$ cat src/rtl/datapath_exp1_pkg.sv
`default_nettype none
// ============================================================================
// Module      : datapath_exp1_pkg
// Description : Shared types and constants for the datapath_exp1 slice:
//               FSM state enumeration, op_code encodings and data width.
// Revision    : 1.0 - initial release
// ============================================================================
package datapath_exp1_pkg;

  // Default data path width used by the top level
  localparam int WIDTH = 16;

  // Controller states, explicit 2-bit encoding
  typedef enum logic [1:0] {
    IDLE   = 2'd0,
    LOAD_B = 2'd1,
    EXEC   = 2'd2,
    FIN    = 2'd3
  } state_e;

  // Operation select encodings
  localparam logic [1:0] OP_ADD = 2'b00;
  localparam logic [1:0] OP_SUB = 2'b01;
  localparam logic [1:0] OP_AND = 2'b10;
  localparam logic [1:0] OP_OR  = 2'b11;

endpackage : datapath_exp1_pkg
`default_nettype wire

$ cat src/rtl/datapath_exp1_ctrl.sv
`default_nettype none
// ============================================================================
// Module      : control_path_exp1
// Description : Four-state sequencer (IDLE -> LOAD_B -> EXEC -> FIN) that
//               issues the operand/result load strobes and the finish pulse.
// Revision    : 1.0 - initial release
// ============================================================================
module control_path_exp1
  import datapath_exp1_pkg::*;
(
  input  logic clk,
  input  logic rst,
  input  logic start,
  output logic ldA,
  output logic ldB,
  output logic ldO,
  output logic finish
);

  state_e state_q;

  // State register: start is only honoured in IDLE, the rest is a fixed walk
  always_ff @(posedge clk or posedge rst) begin
    if (rst) begin
      state_q <= IDLE;
    end else begin
      case (state_q)
        IDLE:    if (start) state_q <= LOAD_B;
        LOAD_B:  state_q <= EXEC;
        EXEC:    state_q <= FIN;
        FIN:     state_q <= IDLE;
        default: state_q <= IDLE;
      endcase
    end
  end

  // Strobe decode: one-hot by construction since each depends on one state
  always_comb begin
    ldA    = 1'b0;
    ldB    = 1'b0;
    ldO    = 1'b0;
    finish = 1'b0;
    case (state_q)
      IDLE:    ldA    = start;
      LOAD_B:  ldB    = 1'b1;
      EXEC:    ldO    = 1'b1;
      FIN:     finish = 1'b1;
      default: ;
    endcase
  end

endmodule : control_path_exp1
`default_nettype wire

$ cat src/rtl/datapath_exp1.sv
`default_nettype none
// ============================================================================
// Module      : datapath_exp1
// Description : Two-operand ALU datapath. Operand A and the op_code are
//               captured on start, operand B one cycle later, and the
//               result is registered the cycle after that.
// Revision    : 1.0 - initial release
// ============================================================================
module datapath_exp1 #(
  parameter int WIDTH = datapath_exp1_pkg::WIDTH
) (
  input  logic             clk,
  input  logic             rst,
  input  logic             start,
  input  logic [WIDTH-1:0] d_in,
  input  logic [1:0]       op_code,
  output logic             ldA,
  output logic             ldB,
  output logic             ldO,
  output logic             finish,
  output logic             done,
  output logic [WIDTH-1:0] result
);

  import datapath_exp1_pkg::OP_ADD;
  import datapath_exp1_pkg::OP_SUB;
  import datapath_exp1_pkg::OP_AND;
  import datapath_exp1_pkg::OP_OR;

  logic [WIDTH-1:0] a_q;
  logic [WIDTH-1:0] b_q;
  logic [1:0]       op_q;
  logic [WIDTH-1:0] result_q;
  logic [WIDTH-1:0] result_d;
  logic             done_q;

  control_path_exp1 u_ctrl (
    .clk    (clk),
    .rst    (rst),
    .start  (start),
    .ldA    (ldA),
    .ldB    (ldB),
    .ldO    (ldO),
    .finish (finish)
  );

  // ALU: add/sub wrap naturally at WIDTH bits, no carry/borrow kept
  always_comb begin
    result_d = '0;
    case (op_q)
      OP_ADD:  result_d = a_q + b_q;
      OP_SUB:  result_d = a_q - b_q;
      OP_AND:  result_d = a_q & b_q;
      OP_OR:   result_d = a_q | b_q;
      default: result_d = '0;
    endcase
  end

  // Operand, op and result registers loaded only on their strobes
  always_ff @(posedge clk or posedge rst) begin
    if (rst) begin
      a_q      <= '0;
      b_q      <= '0;
      op_q     <= OP_ADD;
      result_q <= '0;
    end else begin
      if (ldA) begin
        a_q  <= d_in;
        op_q <= op_code;
      end
      if (ldB) begin
        b_q <= d_in;
      end
      if (ldO) begin
        result_q <= result_d;
      end
    end
  end

  // Result-valid flag: dropped when a new operation is accepted
  always_ff @(posedge clk or posedge rst) begin
    if (rst) begin
      done_q <= 1'b0;
    end else if (ldA) begin
      done_q <= 1'b0;
    end else if (ldO) begin
      done_q <= 1'b1;
    end
  end

  assign result = result_q;
  assign done   = done_q;

endmodule : datapath_exp1
`default_nettype wire

$ cat config.mk
export PLATFORM = sky130hd
export DESIGN_NAME = datapath_exp1
export DESIGN_NICKNAME = d
export VERILOG_FILES = /design/src/rtl/datapath_exp1_pkg.sv /design/src/rtl/datapath_exp1_ctrl.sv /design/src/rtl/datapath_exp1.sv
export SDC_FILE = /design/constraint.sdc
export NUM_CORES = 1
export LEC_CHECK = 0
export CELL_PAD_IN_SITES_DETAIL_PLACEMENT = 2
export CELL_PAD_IN_SITES_GLOBAL_PLACEMENT = 2
export CORE_MARGIN = 3
export CORE_UTILIZATION = 32
export DETAILED_ROUTE_END_ITERATION = 8
export PLACE_DENSITY_LB_ADDON = 0.2
export REMOVE_ABC_BUFFERS = 1
export SKIP_LAST_GASP = 1
export SLEW_MARGIN = 20
export SYNTH_ARGS = -nofsm -noshare
export SYNTH_HDL_FRONTEND = slang
export SYNTH_SLANG_ARGS = --single-unit
$ cat constraint.sdc
create_clock -name clk -period 2.86 [get_ports clk]
set_input_delay 0.429 -clock clk [delete_from_list [all_inputs] [get_ports clk]]
set_output_delay 0.429 -clock clk [all_outputs]
set_load 0.02 [all_outputs]
==> results of run 1 <==
==> critical path: stages, from the launching register on <==
cell and delay, ns:
dfrtp_1 0.40, or4_4 0.62, nor3_4 0.16, nand2_2 0.12, o31ai_4 0.23, xor2_1 0.23, ha_1 0.31, a21oi_2 0.21
a21oi_1 0.11, o21ai_1 0.17, nor2b_4 0.18, a21oi_2 0.05, xnor2_1 0.15, o21ai_1 0.08
==> cell usage after synthesis, types with 3 or more instances <==
cell type,n
ha_1,23
o21ai_0,26
nor2_1,20
mux2_2,31
a21o_1,3
inv_1,20
xnor2_1,18
o211ai_1,5
mux2i_1,5
maj3_1,11
a21oi_1,34
dfrtp_1,53
nand2_1,17
o21a_1,3
clkbuf_1,10
nor2b_1,9
nor3_1,3
nand2b_1,4
xor2_1,6
o21bai_1,4
==> repair_timing <==
item,4_1_cts,5_1_grt
resized for setup,28,26
endpoints found under the setup margin,8,10
setup buffers,5,2
pin swaps,5,17
==> metal layers <==
| metal | routed length [um] | share of wire (%) | global-route usage [%] |
|---|---|---|---|
| met1 | 4963 | 44 | 24.81 |
| met2 | 5945 | 53 | 35.08 |
| met3 | 220 | 2.0 | 2.013 |
| met4 | 148 | 1.3 | 4.238 |
| met5 | 0 | 0 | 0 |
==> state kept, by name (all words and copies together), names as in the netlist <==
register / count
a_q: 16
b_q: 16
result: 16
op_q: 2
u_ctrl.state_q: 2
done: 1
==> stage by stage <==
stage | instances | setup TNS, ns
2_1_floorplan | 325 | -0.4513
3_3_place_gp | 536 | -0.6263
3_5_place_dp | 536 | -1.678
4_1_cts | 549 | -0.4430
5_1_grt | 551 | -1.953
6_report | 551 | -0.8037
==> cells by family (layout without fill, tap and decap cells) <==
family,Yosys count,in the layout,share of synthesized area [%]
AOI/OAI and AO/OA,94,94,17.35
xor gates and xnor gates,24,24,6.215
adders and majority gates,35,35,12.36
buffers and inverters,32,113,3.847
DFF,53,53,39.22
muxes,36,36,11.80
and+or+nand+nor,63,63,9.212
==> final timing paths <==
path,start,endpoint,slack (ns)
worst max-delay path,b_q[6],result[14],-0.27
worst min-delay path,result[7],result[7],0.49
worst max register to register,b_q[6],result[14],-0.27
worst min register to register,result[7],result[7],0.49
max in group asynchronous,rst,b_q[9],1.77
min in group asynchronous,rst,result[0],0.50
==> cell type report <==
cell class / count / area (um2) / share of cell area (%)
Tap cell: 133 / 166.4 / 3.663
Clock buffer: 8 / 80.08 / 1.763
Sequential cell: 53 / 1326 / 29.19
Multi-Input combinational cell: 252 / 2142 / 47.15
Inverter: 20 / 75.07 / 1.652
Timing Repair Buffer: 85 / 753.2 / 16.58
==> placed cells by master (no fill, tap or decap), drive strengths merged, types with 3 or more instances in the layout <==
cell / instances
mux2: 31
o21bai: 4
clkbuf: 8
dfrtp: 53
nand2: 18
nor2b: 9
clkdlybuf4s50: 41
nand2b: 4
a21oi: 34
maj3: 11
xnor2: 18
xor2: 6
o41ai: 3
o21a: 3
buf: 44
nor3: 4
o21ai: 27
o211ai: 5
a21o: 3
ha: 23
nor2: 20
mux2i: 5
inv: 20
==> results.sh, run 1 <==
export IMPL_pre_cts_ws_ns=-0.4236
export IMPL_vias=2899
export IMPL_yosysSeqAreaShare_pct=39.22
export IMPL_layout_drive_gt1_share_pct=28.71
export IMPL_crit_path_end_kind="flop"
export IMPL_synthesis_area_um2=3382
export IMPL_critPathKind="flop to flop"
export IMPL_synth_top_area_share_pct=39.22
export IMPL_finalCoreUtilization_pct=45.23
export IMPL_clock_sinks=53
export IMPL_cts_tree="yes"
export IMPL_via_per_inst=5.261
export IMPL_fin_ws_ns=-0.2712
export IMPL_htree_num_levels=2
export IMPL_avgSynthCellArea_um2=10.04
export IMPL_fp_coreArea_um2=10040
export IMPL_postPlaceCellArea_um2=4194
export IMPL_antenna_found_initial=0
export IMPL_hpwl_um=7642
export IMPL_syn_to_final_growth_pct=34.33
export IMPL_rsz0062_at_grt="yes"
export IMPL_clkTransAtPathRegs_ns=0.11
export IMPL_drc_errors=0
export IMPL_hold_viol=0
export IMPL_fp_dieH_um=108.8
export IMPL_synth_seq_cells=53
export IMPL_synthArstFlopShare_pct=100.0
export IMPL_fillers=1070
export IMPL_holdWs_ns=0.4851
export IMPL_cap_violations=0
export IMPL_hold_buffers=0
export IMPL_grt_max_degree=31
export IMPL_ys_types=44
export IMPL_synth_cells=337
export IMPL_outcome="complete, but fails checks"
export IMPL_gp_congestion=0.8378
export IMPL_grt_total_usage_pct=19.35
export IMPL_worstHoldPathType="flop to flop"
export IMPL_synth_top_cell_by_area="dfrtp_1"
export IMPL_io_pins=42
export IMPL_arrival_ns=3.33
export IMPL_cp_start_kind="flop"
export IMPL_synth_ff_type="dfrtp_1"
export IMPL_fmax_mhz=319.4
export IMPL_skew_ns=0.01251
export IMPL_synth_area_leaders="dfrtp_1 39%, mux2_2 10%, ha_1 8.5%"
export IMPL_grt_remaining_overflow=0
export IMPL_die_w_um=108.8
export IMPL_drt_iter0_markers=91
export IMPL_first_pass_iters=4
export IMPL_synth_edf_count=0
export IMPL_portBuffers=41
export IMPL_cts_made_buffers=5
export IMPL_clk_latency_ns=0.31
export IMPL_drtAntennaViolNets=0
export IMPL_setup_viol=6
export IMPL_antenna_cells=0
export IMPL_start_util_pct=33.67
export IMPL_root_buffer="clkbuf_8"
export IMPL_routed_wl_um=11280
export IMPL_rr_worst_depth=13
export IMPL_tightest_slew_ns=0.6273
export IMPL_min_period_ns=3.131
export IMPL_failed_checks="setup timing"
export IMPL_path_max_fanout=4
export IMPL_required_ns=3.06
export IMPL_hold_path_cell_count=1
export IMPL_routedWlPerCell_um=20.47
export IMPL_final_nets=462
export IMPL_dieArea_um2=11840
export IMPL_row_count=36
export IMPL_ys_warn_count=0
export IMPL_drv_slew=0
export IMPL_grt_pass1_vias=3248
export IMPL_grt_pass1_wl_um=17680
export IMPL_cts_buffer_depth=2
export IMPL_design_area_um2=4543
export IMPL_timing_final_crit_share_pct=109.5
export IMPL_relSlewSlack_pct=58.12
Power of run 1 is not shown: default switching activity piles up to over one toggle a cycle in this logic, so the estimate is an artifact.
==> inputs of run 2 (changes only) <==
CORE_MARGIN = 5   (was 3)
==> run 2 against run 1 <==
  * The flow still finishes with violations (setup timing)
  * Critical endpoint is now result[15]
  * Largest cell class unchanged
  * Design area fell by 0.63%
  * Fmax grew 4.2%
  * Die area increased by 7.5%
  * Flip-flop and latch count stayed put
  * Clock skew decreased by 0.0063 ns
==> results.sh, run 2 (synthesis results as in run 1) <==
export IMPL_outcome="complete, but fails checks"
export IMPL_failed_checks="setup timing"
export IMPL_grt_remaining_overflow=0
export IMPL_start_util_pct=32.76
export IMPL_clkTransAtPathRegs_ns=0.10
export IMPL_finalCoreUtilization_pct=43.73
export IMPL_cts_tree="yes"
export IMPL_dieArea_um2=12730
export IMPL_htree_num_levels=2
export IMPL_grt_max_degree=31
export IMPL_clock_sinks=53
export IMPL_vias=2854
export IMPL_layout_drive_gt1_share_pct=26.59
export IMPL_drtAntennaViolNets=0
export IMPL_crit_path_frequent_cell="o21ai_1"
export IMPL_clk_latency_ns=0.31
export IMPL_hpwl_um=7899
export IMPL_io_pins=42
export IMPL_cp_start_kind="flop"
export IMPL_critPathMaxStageDelay_ns=0.60
export IMPL_cts_made_buffers=5
export IMPL_drc_errors=0
export IMPL_grt_pass1_wl_um=17130
export IMPL_antenna_found_initial=0
export IMPL_final_cell_mix="53 x dfrtp_1, 51 x buf_4, 41 x clkdlybuf4s50_1, 31 x mux2_2, 28 x a21oi_1"
export IMPL_fp_dieH_um=112.8
export IMPL_die_w_um=112.8
export IMPL_fp_coreArea_um2=10320
export IMPL_endpoint="result[15]"
export IMPL_critPathTopFamily="compound AO/OA/AOI/OAI gates"
export IMPL_path_buf_inv=1
export IMPL_routedWlPerCell_um=18.18
export IMPL_timing_rr_end="result[15]"
export IMPL_cts_buffer_depth=2
export IMPL_portBuffers=41
export IMPL_path_depth=11
export IMPL_path_max_fanout=4
export IMPL_routed_wl_um=10200
export IMPL_required_ns=3.05
export IMPL_cap_violations=0
export IMPL_worstHoldPathType="input pin to async pin"
export IMPL_min_period_ns=3.004
export IMPL_dpl_cell_count=552
export IMPL_root_buffer="clkbuf_8"
export IMPL_row_count=37
export IMPL_grt_pass1_vias=3249
export IMPL_critPathKind="flop to flop"
export IMPL_rsz0062_at_grt="yes"
export IMPL_syn_to_final_growth_pct=33.48
export IMPL_fin_ws_ns=-0.1441
export IMPL_mostFrequentLayoutCell="dfrtp_1"
export IMPL_timing_final_crit_share_pct=105.0
export IMPL_path_cells="or4_4 > o41ai_4 > xor2_1 > ha_1 > nand2_1 > a2111oi_4 > o22ai_1 > buf_4 > o21ai_1 > xnor2_1 > o21ai_1"
export IMPL_crit_path_end_kind="flop"
export IMPL_startpoint="b_q[3]"
export IMPL_postPlaceCellArea_um2=4283
export IMPL_final_nets=469
export IMPL_reg2reg_from="b_q[3]"
export IMPL_tightest_slew_ns=0.5244
export IMPL_setup_viol=6
export IMPL_antenna_cells=0
export IMPL_fmax_mhz=332.9
export IMPL_hold_viol=0
export IMPL_rr_worst_depth=11
export IMPL_skew_ns=0.006179
export IMPL_finalNonFillerCells=561
export IMPL_first_pass_iters=4
export IMPL_drv_slew=0
export IMPL_gp_congestion=0.8155
export IMPL_via_per_inst=5.087
export IMPL_worst_path_max_delay_cell="or4_4"
export IMPL_arrival_ns=3.20
export IMPL_relSlewSlack_pct=64.99
export IMPL_worst_r2r_setup_slack_ns=-0.14
export IMPL_design_area_um2=4514
export IMPL_drt_iter0_markers=66
export IMPL_grt_total_usage_pct=16.78
-- run 2: area by class of cell --
cell class	count	area, um2
Clock buffer	7	96.34
Multi-Input combinational cell	252	2048
Sequential cell	53	1326
Tap cell	136	170.2
Clock inverter	1	5.005
Timing Repair Buffer	92	793.3
Inverter	20	75.07
Fill cell	1085	5809
-- run 2: repair_timing --
action,4_1_cts,5_1_grt
endpoints found under the setup margin,8,10
gates resized for setup,21,6
setup buffers,1,0
hold buffers,0,0
pin swaps,8,3
-- run 2: metal layers --
layer | part of all wire, % | global-route usage, % | wire length (um)
met1 | 46 | 21.89 | 4656
met2 | 50 | 29.62 | 5150
met3 | 2.3 | 2.406 | 236
met4 | 1.5 | 3.365 | 157
met5 | 0 | 0 | 0
-- run 2: how the worst min path moves through the flow --
| stage | startpoint | endpoint | slack (ns) | cells after the start |
|---|---|---|---|---|
| after global placement | result[7] | result[7] | 0.46 | 1 |
| after CTS | rst | op_q[0] | 0.49 | 2 |
| after detailed placement | result[7] | result[7] | 0.47 | 1 |
| after global routing | rst | b_q[15] | 0.52 | 2 |
| after floorplan | a_q[6] | a_q[6] | 0.50 | 1 |
| final | rst | a_q[14] | 0.47 | 2 |
-- run 2: through the flow --
stage               setup slack, ns  TNS (ns)  hold WS, ns
floorplan                   -0.1248   -0.4513       0.5023
global placement            -0.2434   -0.9287       0.4591
detailed placement          -0.3802    -1.573       0.4747
CTS                        -0.08058   -0.3556       0.4862
global route                -0.3357    -2.403       0.5220
finish                      -0.1441   -0.7288       0.4747
Power of run 2 is left out for the same reason.
